**src/rtl/synthetic_pkg.sv**
```systemverilog
// Shared types for the assay sequencer: state encoding, enable-bit positions,
// the result type and a decoder from state to the enable outputs.
package synthetic_pkg;

  typedef enum logic [3:0] {
    IDLE,
    FILL,
    HEAT,
    MIX_A,
    FILT,
    MIX_B,
    DETECT,
    REPORT,
    FAULT
  } state_t;

  // Bit positions inside the 2-bit heater / filter / mixer enable buses.
  localparam int HEAT_DIRECT  = 0;
  localparam int HEAT_POST    = 1;
  localparam int FILT_CHAMBER = 0;
  localparam int FILT_POSTMIX = 1;
  localparam int MIX_FIRST    = 0;
  localparam int MIX_FINAL    = 1;

  typedef logic [7:0] result_t;

  typedef struct packed {
    logic       inlet;
    logic [1:0] heat;
    logic [1:0] filt;
    logic [1:0] mix;
    logic       det;
  } enables_t;

  // Actuator pattern that belongs to a state; everything not listed is off.
  function automatic enables_t state_enables(input state_t s);
    enables_t e;
    e = '0;
    case (s)
      FILL:   e.inlet = 1'b1;
      HEAT: begin
        e.heat[HEAT_DIRECT]  = 1'b1;
        e.heat[HEAT_POST]    = 1'b1;
        e.filt[FILT_CHAMBER] = 1'b1;
      end
      MIX_A:  e.mix[MIX_FIRST]     = 1'b1;
      FILT:   e.filt[FILT_POSTMIX] = 1'b1;
      MIX_B:  e.mix[MIX_FINAL]     = 1'b1;
      DETECT: e.det = 1'b1;
      default: e = '0;
    endcase
    return e;
  endfunction

endpackage

```
**src/rtl/synthetic_1_sequencer_phase_timer.sv**
```systemverilog
// Loadable down-counter shared by the timed phases and the detector timeout.
// zero is combinational from the count so the FSM sees expiry in the cycle
// the count reaches zero; the count saturates at zero.
module phase_timer #(
  parameter int TW = 16
) (
  input  logic          clk,
  input  logic          rst,
  input  logic          load,
  input  logic          en,
  input  logic [TW-1:0] val,
  output logic          zero
);

  logic [TW-1:0] cnt;

  // Load has priority over counting; counting stops at zero.
  always_ff @(posedge clk) begin
    if (rst) begin
      cnt <= '0;
    end else if (load) begin
      cnt <= val;
    end else if (en && (cnt != '0)) begin
      cnt <= cnt - 1'b1;
    end
  end

  assign zero = (cnt == '0);

endmodule

```
**src/rtl/synthetic_1_sequencer.sv**
```systemverilog
// Assay run sequencer: FILL -> HEAT -> MIX_A -> FILT -> MIX_B -> DETECT ->
// REPORT, with abort, detector timeout (FAULT) and a result handshake.
// Result handshake: res_data is offered while res_valid=1 and is consumed on
// the first cycle with res_valid && res_ready; res_data is stable until then.
// All outputs are registered from the next state, so they change together
// with the state register.
module synthetic_1_sequencer
  import synthetic_pkg::*;
#(
  parameter int FILL_CYC = 16,
  parameter int HEAT_CYC = 64,
  parameter int MIX_CYC  = 32,
  parameter int FILT_CYC = 16,
  parameter int DET_TO   = 255,
  parameter int TW       = 16
) (
  input  logic       clk,
  input  logic       rst,
  input  logic       start,
  input  logic       abort,
  input  logic       det_valid,
  input  logic [7:0] det_data,
  input  logic       res_ready,
  output logic       inlet_en,
  output logic [1:0] heat_en,
  output logic [1:0] filt_en,
  output logic [1:0] mix_en,
  output logic       det_en,
  output logic       busy,
  output logic       res_valid,
  output result_t    res_data,
  output logic       err
);

  // Timer reload values: a phase of N cycles loads N-1; N=0 acts as N=1.
  localparam logic [TW-1:0] FILL_LD = (FILL_CYC > 1) ? TW'(FILL_CYC - 1) : '0;
  localparam logic [TW-1:0] HEAT_LD = (HEAT_CYC > 1) ? TW'(HEAT_CYC - 1) : '0;
  localparam logic [TW-1:0] MIX_LD  = (MIX_CYC  > 1) ? TW'(MIX_CYC  - 1) : '0;
  localparam logic [TW-1:0] FILT_LD = (FILT_CYC > 1) ? TW'(FILT_CYC - 1) : '0;
  localparam logic [TW-1:0] DET_LD  = (DET_TO   > 1) ? TW'(DET_TO   - 1) : '0;

  state_t        state;
  state_t        nxt;
  logic          tmr_load;
  logic [TW-1:0] tmr_val;
  logic          tmr_zero;

  // Next-state decision; abort outranks every other event in active states.
  always_comb begin
    nxt = state;
    if (abort && (state != IDLE) && (state != FAULT)) begin
      nxt = IDLE;
    end else begin
      case (state)
        IDLE:    if (start) nxt = FILL;
        FILL:    if (tmr_zero) nxt = HEAT;
        HEAT:    if (tmr_zero) nxt = MIX_A;
        MIX_A:   if (tmr_zero) nxt = FILT;
        FILT:    if (tmr_zero) nxt = MIX_B;
        MIX_B:   if (tmr_zero) nxt = DETECT;
        DETECT: begin
          // A strobe in the last timeout cycle still counts as a result.
          if (det_valid)     nxt = REPORT;
          else if (tmr_zero) nxt = FAULT;
        end
        REPORT:  if (res_ready) nxt = IDLE;
        FAULT:   if (start) nxt = IDLE;
        default: nxt = IDLE;
      endcase
    end
  end

  // Reload the timer on every state change with the length of the new state.
  always_comb begin
    tmr_load = (nxt != state);
    case (nxt)
      FILL:    tmr_val = FILL_LD;
      HEAT:    tmr_val = HEAT_LD;
      MIX_A:   tmr_val = MIX_LD;
      FILT:    tmr_val = FILT_LD;
      MIX_B:   tmr_val = MIX_LD;
      DETECT:  tmr_val = DET_LD;
      default: tmr_val = '0;
    endcase
  end

  phase_timer #(.TW(TW)) u_timer (
    .clk  (clk),
    .rst  (rst),
    .load (tmr_load),
    .en   (1'b1),
    .val  (tmr_val),
    .zero (tmr_zero)
  );

  // State register with outputs decoded from the next state.
  always_ff @(posedge clk) begin
    if (rst) begin
      state     <= IDLE;
      inlet_en  <= 1'b0;
      heat_en   <= 2'b00;
      filt_en   <= 2'b00;
      mix_en    <= 2'b00;
      det_en    <= 1'b0;
      busy      <= 1'b0;
      res_valid <= 1'b0;
      err       <= 1'b0;
      res_data  <= 8'h00;
    end else begin
      state <= nxt;
      {inlet_en, heat_en, filt_en, mix_en, det_en} <= state_enables(nxt);
      busy      <= (nxt != IDLE) && (nxt != FAULT);
      res_valid <= (nxt == REPORT);
      err       <= (nxt == FAULT);
      if ((state == DETECT) && (nxt == REPORT)) begin
        res_data <= det_data;
      end
    end
  end

endmodule

```
**config.mk**
```make
export PLATFORM = sky130hd
export DESIGN_NAME = synthetic_1_sequencer
export DESIGN_NICKNAME = d
export VERILOG_FILES = /design/src/rtl/synthetic_pkg.sv /design/src/rtl/synthetic_1_sequencer_phase_timer.sv /design/src/rtl/synthetic_1_sequencer.sv
export SDC_FILE = /design/constraint.sdc
export NUM_CORES = 1
export LEC_CHECK = 0
export BUFFER_PORTS_ARGS = -buffer_cell sky130_fd_sc_hd__buf_2
export CAP_MARGIN = 0
export CORE_MARGIN = 4
export CORE_UTILIZATION = 58
export CTS_BUF_LIST = sky130_fd_sc_hd__clkbuf_8
export CTS_CLUSTER_SIZE = 40
export DETAILED_ROUTE_END_ITERATION = 6
export PLACE_DENSITY = 0.84
export SYNTH_ARGS = -nofsm -noshare
export SYNTH_HDL_FRONTEND = slang
export SYNTH_SLANG_ARGS = --single-unit
```
**constraint.sdc**
```tcl
create_clock -name clk -period 3.6 [get_ports clk]
set_input_delay 0.36 -clock clk [delete_from_list [all_inputs] [get_ports clk]]
set_output_delay 0.36 -clock clk [all_outputs]
set_load 0.02 [all_outputs]
```
==> summary.txt, run 1 <==
Synth
  • Post-synth top flop: dfxtp_1
  • Area share of the leading cell type in the synthesized netlist: 38.14%
  • Adder and majority cell fraction of the synthesized area: 0.6443%
  • Cell type contributing the most total cell area after synthesis: dfxtp_1
  • Unique cell type count in the Yosys netlist: 53
  • Simple-gate portion of the synthesized area: 29.51%
  • Fraction of synthesis flops using an asynchronous set or reset pin: 0%
  • Number of instances in the synthesized netlist: 228
  • Yosys warning count: 0
  • Summed instance area of the synthesized netlist: 1942 um2
  • Combinational family with the most area after synthesis: simple AND/OR/NAND/NOR gates
  • Fraction of synthesized cell area in xor and xnor cells: 7.216%
  • Area contributors post-synth: dfxtp_1 (38%), nor2_1 (7.9%), mux2i_1 (4.6%)
  • Compound-gate portion of the synthesized area: 13.14%
  • Synth Net Count: 243
  • Post-Syn Area per Cell: 8.517 um2
  • Share of synthesized area occupied by flip-flops and latches: 38.14%
  • Flop and latch count out of synthesis: 37
  • EDFF count, synth: 0
  • Proportion of synthesized area in mux cells: 6.572%

Layout
  • Fraction of the core area covered by cells at the end of the flow: 70.64%
  • Count of antenna diodes in the layout: 0
  • Final cell count without fillers: 300
  • Number of nets in the layout: 270
  • Final non-filler cell area: 2210 um2
  • Count of filler cells inserted in the layout: 237
  • Layout cell share with drive strength beyond 1: 21.09%
  • Area added between synthesis and finish: 13.79%

CTS
  • Clock Latency Late Sink: 0.29 ns
  • Postcts setup bufs: 0
  • Count of hold-fix buffers inserted at cts: 0
  • Clock slew at the register clock pins of the worst setup and hold paths: 0.07 ns
  • TritonCTS buffer count: 5
  • Clock Path Buffers: 2
  • Clock tree from TritonCTS: done
  • CTS Root Buffer Type: clkbuf_8
  • Total number of H-tree levels: 2
  • Clock Sinks: 37
  • Cells resized by post-CTS repair: 0

Timing
  • Top achievable clock speed: 320.1 MHz
  • Final cycle utilization of the critical path: 86.78%
  • Unrepaired setup endpoints after global routing: false
  • Number of slew-limit violations in the final report: 0
  • Hold WS: 0.2995 ns
  • Total negative slack: 0 ns
  • Setup violations, final: 0
  • Minimum clock period: 3.124 ns
  • Worst clock skew: 0.003914 ns
  • Number of failing hold endpoints at the final stage: 0
  • Transition time at the pin with the least slew margin: 0.6491 ns
  • Setup slack after layout: 0.4761 ns
  • Worst slew slack as a fraction of its limit: 56.67%

Power and ir drop
  • Power per unit of standard cell area: 923.7 nW/um2
  • Clock share of power: 17.3%
  • Static leakage: 0.9942 nW
  • Int Pwr: 1.190 mW
  • Part of the total power dissipated in sequential elements: 29.8%
  • Total power draw: 2.041 mW
  • Switching power share of the total: 41.72%
  • Largest voltage drop on the vdd net: 0.4381 mV
  • Switching power: 0.8515 mW
  • Comb power frac: 52.9%

Route
  • Iteration-0 DRC count of the detailed router: 59
  • Number of vias after detailed routing: 1716
  • Final ANT Viol Nets: 0
  • M1 wire length: 1924 um
  • Post-DR vias/cell: 5.720
  • Post-detailed-route wirelength per cell: 14.24 um
  • Met3 wirelength from detailed routing: 291 um
  • First-pass DRT Iterations: 5
  • Wire length on met2: 1973 um
  • Uppermost signal routing layer after detailed routing: met4
  • DRC Markers: 0
  • Wire length reported by the detailed router: 4272 um

Die
  • Cell row count: 20
  • CORE AREA: 3128 um2
  • Initial core utilization: 62.08%
  • Die boundary width: 65.86 um
  • I/O pins: 33
  • Die height: 65.86 um
  • Full die area: 4338 um2

Global route
  • Pin count of the biggest net entering global routing: 24
  • Total congestion overflow after global routing: 0
  • Number of antenna violations at the first check in global routing: 0
  • Total global-route track usage: 21.70%
  • Number of global-route vias before repair: 1600
  • Wire length of the first global-routing pass: 7210 um

Placement
  • Post-Place Cells: 292
  • Detailed placement HPWL: 3036 um
  • Placement Cell Area: 2098 um2
  • Count of buffers inserted at the top-level ports: 32
  • Gpl congestion: 0.8674
  • Worst setup slack before clock tree synthesis: 0.5128 ns

Setup path
  • Crit path launch type: register
  • Worst R2R End: u_timer.cnt[3]$_SDFFE_PP0P_
  • R2R setup slack: 0.48 ns
  • Maximum net fanout on the critical path: 11
  • Req. time, crit path: 3.80 ns
  • Class of the most critical setup path: register to register
  • Worst-case reg-to-reg path depth: 9
  • Reg2reg start: u_timer.cnt[0]$_SDFFE_PP0P_
  • Kind of end point of the critical path: register
  • Critical path data arrival time: 3.33 ns

Status
  • Run status: complete, no violations

Flow run
  • Max-capacitance violation count: 0

Min path
  • End point of the most critical hold path: res_data[4]$_SDFFE_PP0P_
  • Min-Delay Path Class: input port to register
  • Hold wc startpoint: det_data[4]
  • Worst hold path stage count: 3
## cell usage after synthesis, types with 2 or more instances
cell type  count
or3_1          5
clkbuf_1       8
nand2b_1       7
a31oi_1        3
o21ai_2        2
or2_2          2
dfxtp_1       37
nand3b_1       3
nor3_1         8
or4b_2         2
and3_1         5
nand2_1       13
o31ai_1        3
nor4_1         2
nand4_1        2
o21ai_0        5
o21a_1         2
nor2b_1        5
and2_1         2
o221ai_1       2
buf_2          2
xnor2_1        8
a21oi_1        4
inv_1          7
mux2i_1        9
nand3_1        4
nor2_1        41
buf_4          2
xor2_1         8
mux2_2         2
## area by class of cell
| cell class | count | area (um2) | share of cell area (%) |
|---|---|---|---|
| clock buffers | 5 | 68.82 | 3.114 |
| inverters | 7 | 26.28 | 1.189 |
| clock inverters | 3 | 42.54 | 1.925 |
| repair buffers | 33 | 167.7 | 7.588 |
| multi-input cells | 171 | 1109 | 50.17 |
| flip-flops and latches | 37 | 740.7 | 33.52 |
| well taps | 44 | 55.05 | 2.492 |
## worst max-delay path: stages (launching register included)
cell,delay (ns)
dfxtp_1,0.32
inv_1,0.09
ha_1,0.21
or4b_2,0.64
nor4_4,0.49
a21oi_1,0.23
a31oi_1,0.25
a211oi_2,0.12
or4b_4,0.60
o31ai_1,0.08
## worst max-delay path by stage
stage | start | to | slack, ns | cells past startpoint
finish | u_timer.cnt[0]$_SDFFE_PP0P_ | u_timer.cnt[3]$_SDFFE_PP0P_ | 0.48 | 9
detailed placement | u_timer.cnt[0]$_SDFFE_PP0P_ | u_timer.cnt[3]$_SDFFE_PP0P_ | 0.51 | 9
global placement | u_timer.cnt[0]$_SDFFE_PP0P_ | u_timer.cnt[3]$_SDFFE_PP0P_ | 0.62 | 9
floorplan | u_timer.cnt[0]$_SDFFE_PP0P_ | u_timer.cnt[3]$_SDFFE_PP0P_ | 0.97 | 10
global route | u_timer.cnt[0]$_SDFFE_PP0P_ | u_timer.cnt[3]$_SDFFE_PP0P_ | 0.22 | 9
CTS | u_timer.cnt[0]$_SDFFE_PP0P_ | u_timer.cnt[3]$_SDFFE_PP0P_ | 0.50 | 9
## layer usage
metal	GRT usage, %	vias to the layer above
met5	0	-
li1	-	855
met4	8.549	0
met2	33.79	58
met1	26.79	795
met3	8.333	8
## logic make-up after synthesis
group | count (synthesis)
AND/OR/NAND/NOR | 108
flip-flops | 37
AO/OA/AOI/OAI | 34
buffers and inverters | 20
XOR/XNOR | 16
multiplexers | 12
adder cells (fa/ha/maj) | 1
## registers in the layout, summed over array words and instances (netlist names)
signal / cells
det_en: 1
u_timer.cnt: 16
filt_en: 1
res_valid: 1
inlet_en: 1
res_data: 8
heat_en: 1
mix_en: 2
state: 4
busy: 1
err: 1
## layout by cell type (no fill, tap or decap), types with 2 or more instances in the layout
cell type,instances
nor2_1,41
dfxtp_1,37
buf_2,32
nand2_1,13
mux2i_1,9
inv_1,8
xor2_1,8
nor3_1,8
xnor2_1,8
nand2b_1,7
or3_1,5
o21ai_0,5
and3_1,5
nor2b_1,5
clkbuf_8,5
a21oi_1,4
nand3_1,4
o31ai_1,3
a31oi_1,3
nand3b_1,3
or4b_2,2
or2_2,2
and2_1,2
nand4_1,2
o221ai_1,2
mux2_2,2
o21ai_2,2
nor4_1,2
o21a_1,2
## power groups by stage
stage	Combinational, mW	Sequential [mW]	Clock, mW
floorplan	0.914	0.595	0
global placement	1.05	0.608	0
detailed placement	1.06	0.611	0
CTS	1.08	0.606	0.353
global route	1.20	0.623	0.375
finish	1.08	0.608	0.353
(Power assumes the default switching activity.)
==> inputs of run 2 (changes only) <==
--- a/config.mk
+++ b/config.mk
@@ -8,11 +8,11 @@
 export BUFFER_PORTS_ARGS = -buffer_cell sky130_fd_sc_hd__buf_2
 export CAP_MARGIN = 0
 export CORE_MARGIN = 4
-export CORE_UTILIZATION = 58
+export CORE_UTILIZATION = 48
 export CTS_BUF_LIST = sky130_fd_sc_hd__clkbuf_8
 export CTS_CLUSTER_SIZE = 40
 export DETAILED_ROUTE_END_ITERATION = 6
-export PLACE_DENSITY = 0.84
+export PLACE_DENSITY = 0.72
 export SYNTH_ARGS = -nofsm -noshare
 export SYNTH_HDL_FRONTEND = slang
 export SYNTH_SLANG_ARGS = --single-unit
==> run 2 against run 1 <==
- flip-flop and latch count unchanged
- critical path type unchanged
- maximum frequency about the same
- die area increased by 18%
- utilization decreased by 12 points
- global-route usage decreased by 5.5 points
- critical endpoint is now u_timer.cnt[2]$_SDFFE_PP0P_
- sequential power about the same
- combinational power about the same
==> summary.txt, run 2 (synthesized netlist as in run 1, its figures left out) <==
Setup path
  • Critical path data arrival time: 3.32 ns (was 3.33 ns)
  • Kind of end point of the critical path: register (unchanged)
  • Maximum net fanout on the critical path: 11 (unchanged)
  • Class of the most critical setup path: register to register (unchanged)
  • Req. time, crit path: 3.79 ns (was 3.80 ns)
  • Crit path launch type: register (unchanged)

Layout
  • Top library cells by usage in the layout, fill and taps aside: nor2_1 (41), dfxtp_1 (37), buf_2 (32) (unchanged)
  • Count of filler cells inserted in the layout: 356 (was 237)
  • Layout cell share with drive strength beyond 1: 21.48% (was 21.09%)
  • Most frequent standard cell in the layout excluding fill and tap cells: nor2_1 (unchanged)
  • Count of antenna diodes in the layout: 0 (unchanged)
  • Max FFs per register: 16 (unchanged)
  • Area added between synthesis and finish: 12.95% (was 13.79%)
  • Number of nets in the layout: 270 (unchanged)
  • Registers with the most flip-flops: u_timer.cnt x16, res_data x8, state x4 (unchanged)
  • Final non-filler cell area: 2193 um2 (was 2210 um2)
  • Register with the most flip-flops: u_timer.cnt (unchanged)
  • Total area of multi-input combinational cells: 1109 um2 (unchanged)
  • Sequential cell area: 740.7 um2 (unchanged)

Die
  • Initial core utilization: 51.49% (was 62.08%)
  • CORE AREA: 3771 um2 (was 3128 um2)
  • Full die area: 5127 um2 (was 4338 um2)
  • Die height: 71.61 um (was 65.86 um)
  • Cell row count: 22 (was 20)
  • Die boundary width: 71.61 um (was 65.86 um)
  • I/O pins: 33 (unchanged)

Placement
  • Placement Cell Area: 2103 um2 (was 2098 um2)
  • Detailed placement HPWL: 2948 um (was 3036 um)
  • Gpl congestion: 0.7940 (was 0.8674)
  • Count of buffers inserted at the top-level ports: 32 (unchanged)

Timing
  • Number of failing hold endpoints at the final stage: 0 (unchanged)
  • Worst slew slack as a fraction of its limit: 58.06% (was 56.67%)
  • Top achievable clock speed: 320.0 MHz (was 320.1 MHz)
  • Minimum clock period: 3.125 ns (was 3.124 ns)
  • Unrepaired setup endpoints after global routing: false (unchanged)
  • Number of slew-limit violations in the final report: 0 (unchanged)
  • Total negative slack: 0 ns (unchanged)
  • Final cycle utilization of the critical path: 86.81% (was 86.78%)
  • Transition time at the pin with the least slew margin: 0.6245 ns (was 0.6491 ns)
  • Setup violations, final: 0 (unchanged)
  • Worst clock skew: 0.005871 ns (was 0.003914 ns)

CTS
  • Postcts setup bufs: 0 (unchanged)
  • Clock slew at the register clock pins of the worst setup and hold paths: 0.08 ns (was 0.07 ns)
  • Clock Path Buffers: 2 (unchanged)
  • Total number of H-tree levels: 2 (unchanged)
  • Clock tree from TritonCTS: done (unchanged)
  • Clock Sinks: 37 (unchanged)
  • Count of hold-fix buffers inserted at cts: 0 (unchanged)
  • TritonCTS buffer count: 5 (unchanged)
  • Clock Latency Late Sink: 0.28 ns (was 0.29 ns)
  • Cells resized by post-CTS repair: 0 (unchanged)
  • CTS Root Buffer Type: clkbuf_8 (unchanged)

Route
  • Wire length on met2: 1849 um (was 1973 um)
  • M1 wire length: 1826 um (was 1924 um)
  • Uppermost signal routing layer after detailed routing: met4 (unchanged)
  • Met3 wirelength from detailed routing: 247 um (was 291 um)
  • Wire length reported by the detailed router: 3955 um (was 4272 um)
  • Final ANT Viol Nets: 0 (unchanged)
  • DRC Markers: 0 (unchanged)
  • Iteration-0 DRC count of the detailed router: 49 (was 59)
  • Post-detailed-route wirelength per cell: 13.01 um (was 14.24 um)
  • Post-DR vias/cell: 5.457 (was 5.720)
  • First-pass DRT Iterations: 4 (was 5)
  • Number of vias after detailed routing: 1659 (was 1716)

Global route
  • Number of global-route vias before repair: 1612 (was 1600)
  • Pin count of the biggest net entering global routing: 24 (unchanged)
  • Total congestion overflow after global routing: 0 (unchanged)
  • Number of antenna violations at the first check in global routing: 0 (unchanged)
  • Wire length of the first global-routing pass: 6920 um (was 7210 um)
  • Total global-route track usage: 16.17% (was 21.70%)

Power and ir drop
  • Static leakage: 0.9792 nW (was 0.9942 nW)
  • Total power draw: 1.942 mW (was 2.041 mW)
  • Largest voltage drop on the vdd net: 0.3397 mV (was 0.4381 mV)
  • Power per unit of standard cell area: 885.4 nW/um2 (was 923.7 nW/um2)

Min path
  • Min-Delay Path Class: input port to register (unchanged)

Flow run
  • Max-capacitance violation count: 0 (unchanged)

Status
  • Run status: complete, no violations (unchanged)
## run 2: area by class of cell
| type | instances | share of cell area [%] |
|---|---|---|
| sequential | 37 | 33.77 |
| tap | 48 | 2.738 |
| multi-input combinational | 171 | 50.54 |
| clock buffer | 5 | 3.137 |
| timing repair buffer | 33 | 7.644 |
| clock inverter | 3 | 0.9698 |
| inverter | 7 | 1.198 |
## run 2: stage by stage
stage / hold slack, ns / utilization [%] / cells / setup WS, ns
floorplan: 0.4710 / - / 228 / 0.9695
global placement: 0.4718 / 55.77 / 296 / 0.6162
detailed placement: 0.4827 / 55.77 / 296 / 0.5097
CTS: 0.3020 / 58.16 / 304 / 0.4830
global route: 0.3197 / 58.16 / 304 / 0.2978
finish: 0.3071 / 58.16 / 304 / 0.4749
## run 2: per-layer routing
layer / up-vias / GRT usage, %
met5: - / 0
met4: 0 / 3.340
met3: 5 / 4.488
met2: 43 / 26.73
met1: 766 / 21.11
li1: 845 / -
## run 2: path summary, 6_finish.rpt
| check | start | end | slack (ns) | cells after the start |
|---|---|---|---|---|
| max | u_timer.cnt[0]$_SDFFE_PP0P_ | u_timer.cnt[2]$_SDFFE_PP0P_ | 0.47 | 9 |
| min | det_data[4] | res_data[4]$_SDFFE_PP0P_ | 0.31 | 3 |
| max reg2reg | u_timer.cnt[0]$_SDFFE_PP0P_ | u_timer.cnt[2]$_SDFFE_PP0P_ | 0.47 | 9 |
| min reg2reg | res_data[0]$_SDFFE_PP0P_ | res_data[0]$_SDFFE_PP0P_ | 0.50 | 2 |
## run 2: power by group
part	total [mW]	internal, mW	switching, mW	leakage, nW
registers	0.605	0.511	0.0938	0.301
clock network	0.285	0.137	0.148	0.0445
logic	1.05	0.474	0.579	0.634
## run 2: critical path: stages, from the launching register on
cell,delay (ns)
dfxtp_1,0.31
inv_1,0.09
ha_1,0.21
or4b_2,0.63
nor4_4,0.49
a21oi_1,0.23
a31oi_1,0.25
a211oi_2,0.12
or4b_4,0.60
o31ai_1,0.08
==> inputs of run 3 (changes only) <==
--- a/config.mk
+++ b/config.mk
@@ -5,6 +5,7 @@
 export SDC_FILE = /design/constraint.sdc
 export NUM_CORES = 1
 export LEC_CHECK = 0
+export ABC_AREA = 1
 export BUFFER_PORTS_ARGS = -buffer_cell sky130_fd_sc_hd__buf_2
 export CAP_MARGIN = 0
 export CORE_MARGIN = 4
@@ -16,3 +17,4 @@
 export SYNTH_ARGS = -nofsm -noshare
 export SYNTH_HDL_FRONTEND = slang
 export SYNTH_SLANG_ARGS = --single-unit
+export TNS_END_PERCENT = 30
==> run 3 against run 2 <==
- die area increased by 3.5%
- worst hold slack improved by 0.031 ns
- setup slack better by 0.69 ns
- power is 8.2% higher
- combinational power increased by 15%
- count of clock-buffer cells in the layout rose by 1
- sequential power is 2% lower
- critical path type unchanged
- critical endpoint is now u_timer.cnt[6]$_SDFFE_PP0P_
==> summary.txt, run 3 <==
Status
  • Run status: complete, no violations (unchanged)

Route
  • First-pass DRT Iterations: 4 (unchanged)
  • Number of vias after detailed routing: 1755 (was 1659)
  • Post-DR vias/cell: 4.958 (was 5.457)
  • Iteration-0 DRC count of the detailed router: 73 (was 49)
  • Met3 wirelength from detailed routing: 208 um (was 247 um)
  • Wire length reported by the detailed router: 4083 um (was 3955 um)
  • Wire length on met2: 1814 um (was 1849 um)
  • Uppermost signal routing layer after detailed routing: met4 (unchanged)
  • M1 wire length: 2031 um (was 1826 um)
  • Final ANT Viol Nets: 0 (unchanged)
  • DRC Markers: 0 (unchanged)
  • Post-detailed-route wirelength per cell: 11.53 um (was 13.01 um)

Layout
  • Top library cells by usage in the layout, fill and taps aside: nand2_1 (43), nor2_1 (39), dfxtp_1 (37) (was nor2_1 (41), dfxtp_1 (37), buf_2 (32))
  • Area added between synthesis and finish: 11.66% (was 12.95%)
  • Final non-filler cell area: 2253 um2 (was 2193 um2)
  • Count of filler cells inserted in the layout: 399 (was 356)
  • Max FFs per register: 16 (unchanged)
  • Registers with the most flip-flops: u_timer.cnt x16, res_data x8, state x4 (unchanged)
  • Number of nets in the layout: 318 (was 270)
  • Layout cell share with drive strength beyond 1: 24.67% (was 21.48%)
  • Count of antenna diodes in the layout: 0 (unchanged)
  • Fraction of the core area covered by cells at the end of the flow: 55.93% (was 58.16%)
  • Register with the most flip-flops: u_timer.cnt (unchanged)
  • Most frequent standard cell in the layout excluding fill and tap cells: nand2_1 (was nor2_1)

CTS
  • Count of hold-fix buffers inserted at cts: 0 (unchanged)
  • CTS Root Buffer Type: clkbuf_8 (unchanged)
  • Clock Sinks: 37 (unchanged)
  • Clock slew at the register clock pins of the worst setup and hold paths: 0.07 ns (was 0.08 ns)
  • Total number of H-tree levels: 2 (unchanged)
  • Clock tree from TritonCTS: done (unchanged)
  • TritonCTS buffer count: 5 (unchanged)
  • Postcts setup bufs: 0 (unchanged)
  • Clock Path Buffers: 2 (unchanged)
  • Cells resized by post-CTS repair: 0 (unchanged)
  • Clock Latency Late Sink: 0.28 ns (about the same)

Die
  • Cell row count: 23 (was 22)
  • Die boundary width: 72.84 um (was 71.61 um)
  • Die height: 72.84 um (was 71.61 um)
  • Initial core utilization: 50.09% (was 51.49%)
  • Full die area: 5306 um2 (was 5127 um2)
  • I/O pins: 33 (unchanged)
  • CORE AREA: 4029 um2 (was 3771 um2)

Setup path
  • Critical path data arrival time: 2.60 ns (was 3.32 ns)
  • Stage delay of the slowest cell on the critical path: 0.32 ns (was 0.63 ns)
  • Kind of end point of the critical path: register (unchanged)
  • Class of the most critical setup path: register to register (unchanged)
  • Maximum net fanout on the critical path: 14 (was 11)
  • Dominant cell type by count on the critical path: nand2_2
  • Crit path launch type: register (unchanged)
  • Critical-path cell list: inv_1, ha_1, nand2_2, nor2_4, nand2_4, nand2_2, nand3_1, nand2_2, o21ai_2, nor2_4, nand2_1, o21ai_2, a21oi_1 (was inv_1, ha_1, or4b_2, nor4_4, a21oi_1, a31oi_1, a211oi_2, or4b_4, o31ai_1)
  • CP max stage cell: dfxtp_1 (was or4b_2)
  • Req. time, crit path: 3.76 ns (was 3.79 ns)

Placement
  • Count of buffers inserted at the top-level ports: 32 (unchanged)
  • Gpl congestion: 0.8979 (was 0.7940)
  • Detailed placement HPWL: 3127 um (was 2948 um)
  • Worst setup slack before clock tree synthesis: 1.208 ns (was 0.5097 ns)
  • Placement Cell Area: 2157 um2 (was 2103 um2)

Global route
  • Number of antenna violations at the first check in global routing: 0 (unchanged)
  • Pin count of the biggest net entering global routing: 17 (was 24)
  • Number of global-route vias before repair: 1548 (was 1612)
  • Total congestion overflow after global routing: 0 (unchanged)
  • Total global-route track usage: 16.59% (was 16.17%)
  • Wire length of the first global-routing pass: 6831 um (was 6920 um)

Timing
  • Total negative slack: 0 ns (unchanged)
  • Transition time at the pin with the least slew margin: 0.4903 ns (was 0.6245 ns)
  • Setup slack after layout: 1.167 ns (was 0.4749 ns)
  • Worst slew slack as a fraction of its limit: 67.31% (was 58.06%)
  • Number of failing hold endpoints at the final stage: 0 (unchanged)
  • Unrepaired setup endpoints after global routing: false (unchanged)
  • Setup violations, final: 0 (unchanged)
  • Number of slew-limit violations in the final report: 0 (unchanged)
  • Hold WS: 0.3381 ns (was 0.3071 ns)
  • Minimum clock period: 2.433 ns (was 3.125 ns)
  • Worst clock skew: 0.008126 ns (was 0.005871 ns)
  • Final cycle utilization of the critical path: 67.60% (was 86.81%)
  • Top achievable clock speed: 410.9 MHz (was 320.0 MHz)

Synth
  • Area contributors post-synth: dfxtp_1 (37%), nand2_1 (8.0%), nor2_1 (7.3%) (was dfxtp_1 (38%), nor2_1 (7.9%), mux2i_1 (4.6%))
  • EDFF count, synth: 0 (unchanged)
  • Yosys warning count: 0 (unchanged)
  • Cell type contributing the most total cell area after synthesis: dfxtp_1 (unchanged)
  • Flop and latch count out of synthesis: 37 (unchanged)
  • Summed instance area of the synthesized netlist: 2018 um2 (was 1942 um2)
  • Commonest cells in the synthesized netlist: nand2_1 (43), nor2_1 (39), dfxtp_1 (37) (was nor2_1 (41), dfxtp_1 (37), nand2_1 (13))
  • Unique cell type count in the Yosys netlist: 30 (was 53)
  • Number of instances in the synthesized netlist: 275 (was 228)
  • Fraction of synthesis flops using an asynchronous set or reset pin: 0% (unchanged)
  • Most frequent cell after synthesis: nand2_1 (was nor2_1)
  • Area share of the leading cell type in the synthesized netlist: 36.70% (was 38.14%)
  • Post-synth top flop: dfxtp_1 (unchanged)
  • Post-Syn Area per Cell: 7.339 um2 (was 8.517 um2)
  • Synth Net Count: 290 (was 243)
  • Share of synthesized area occupied by flip-flops and latches: 36.70% (was 38.14%)

Flow run
  • Max-capacitance violation count: 0 (unchanged)

Power and ir drop
  • Largest voltage drop on the vdd net: 0.5695 mV (was 0.3397 mV)
  • Power per unit of standard cell area: 932.5 nW/um2 (was 885.4 nW/um2)
  • Static leakage: 1.087 nW (was 0.9792 nW)

Min path
  • Min-Delay Path Class: input port to register (unchanged)
==> run 3: cell count changes after synthesis, moves of 6 or more <==
cell	before	now
a21oi_1	4	19
inv_1	7	25
mux2i_1	9	0
nand2_1	13	43
nand2_2	0	6
nand2b_1	7	0
nand3_1	4	21
nor2_2	0	6
==> run 3: final cells by class <==
type	count	area, um2	area share [%]
Clock buffer	6	82.58	3.665
Tap cell	50	62.56	2.776
Clock inverter	2	13.76	0.6108
Sequential cell	37	740.7	32.87
Inverter	29	108.9	4.831
Multi-Input combinational cell	198	1085	48.14
Timing Repair Buffer	32	160.2	7.107
==> run 3: cells by family after synthesis <==
family | count (synthesis) | share of synthesized area, %
xor gates and xnor gates | 14 | 6.076
and+or+nand+nor | 144 | 35.96
buffers and inverters | 40 | 9.547
AOI/OAI and AO/OA | 39 | 11.10
adders and majority gates | 1 | 0.6199
DFF | 37 | 36.70
==> run 3: worst paths after layout <==
kind                                from                     endpoint  slack [ns]  cells past startpoint
max          u_timer.cnt[0]$_SDFFE_PP0P_  u_timer.cnt[6]$_SDFFE_PP0P_        1.17                     13
min                          det_data[5]     res_data[5]$_SDFFE_PP0P_        0.34                      3
max reg2reg  u_timer.cnt[0]$_SDFFE_PP0P_  u_timer.cnt[6]$_SDFFE_PP0P_        1.17                     13
min reg2reg     res_data[6]$_SDFFE_PP0P_     res_data[6]$_SDFFE_PP0P_        0.44                      2
==> run 3: worst max-delay path: cells and delay by family, from the launching register on <==
family,cells,cell delay (ns)
flops,1,0.32
compound gates,3,0.36
buf+inv,1,0.11
simple gates,8,1.28
fa+ha+maj,1,0.24
==> run 3: report_power, final <==
group	switching (mW)	internal [mW]
Clock	0.145	0.155
Sequential	0.0869	0.508
Combinational	0.778	0.428
Total	1.01	1.09
==> run 3: layer usage <==
metal / GRT usage (%) / vias up
met5: 0 / -
met4: 6.148 / 0
met3: 4.821 / 2
met2: 25.65 / 37
met1: 21.89 / 773
li1: - / 943
==> run 3: per-stage QoR <==
step	total power, mW	instances
6_report	2.101	354
5_1_grt	2.299	354
4_1_cts	2.113	354
3_5_place_dp	1.797	346
3_3_place_gp	1.785	346
2_1_floorplan	1.651	275
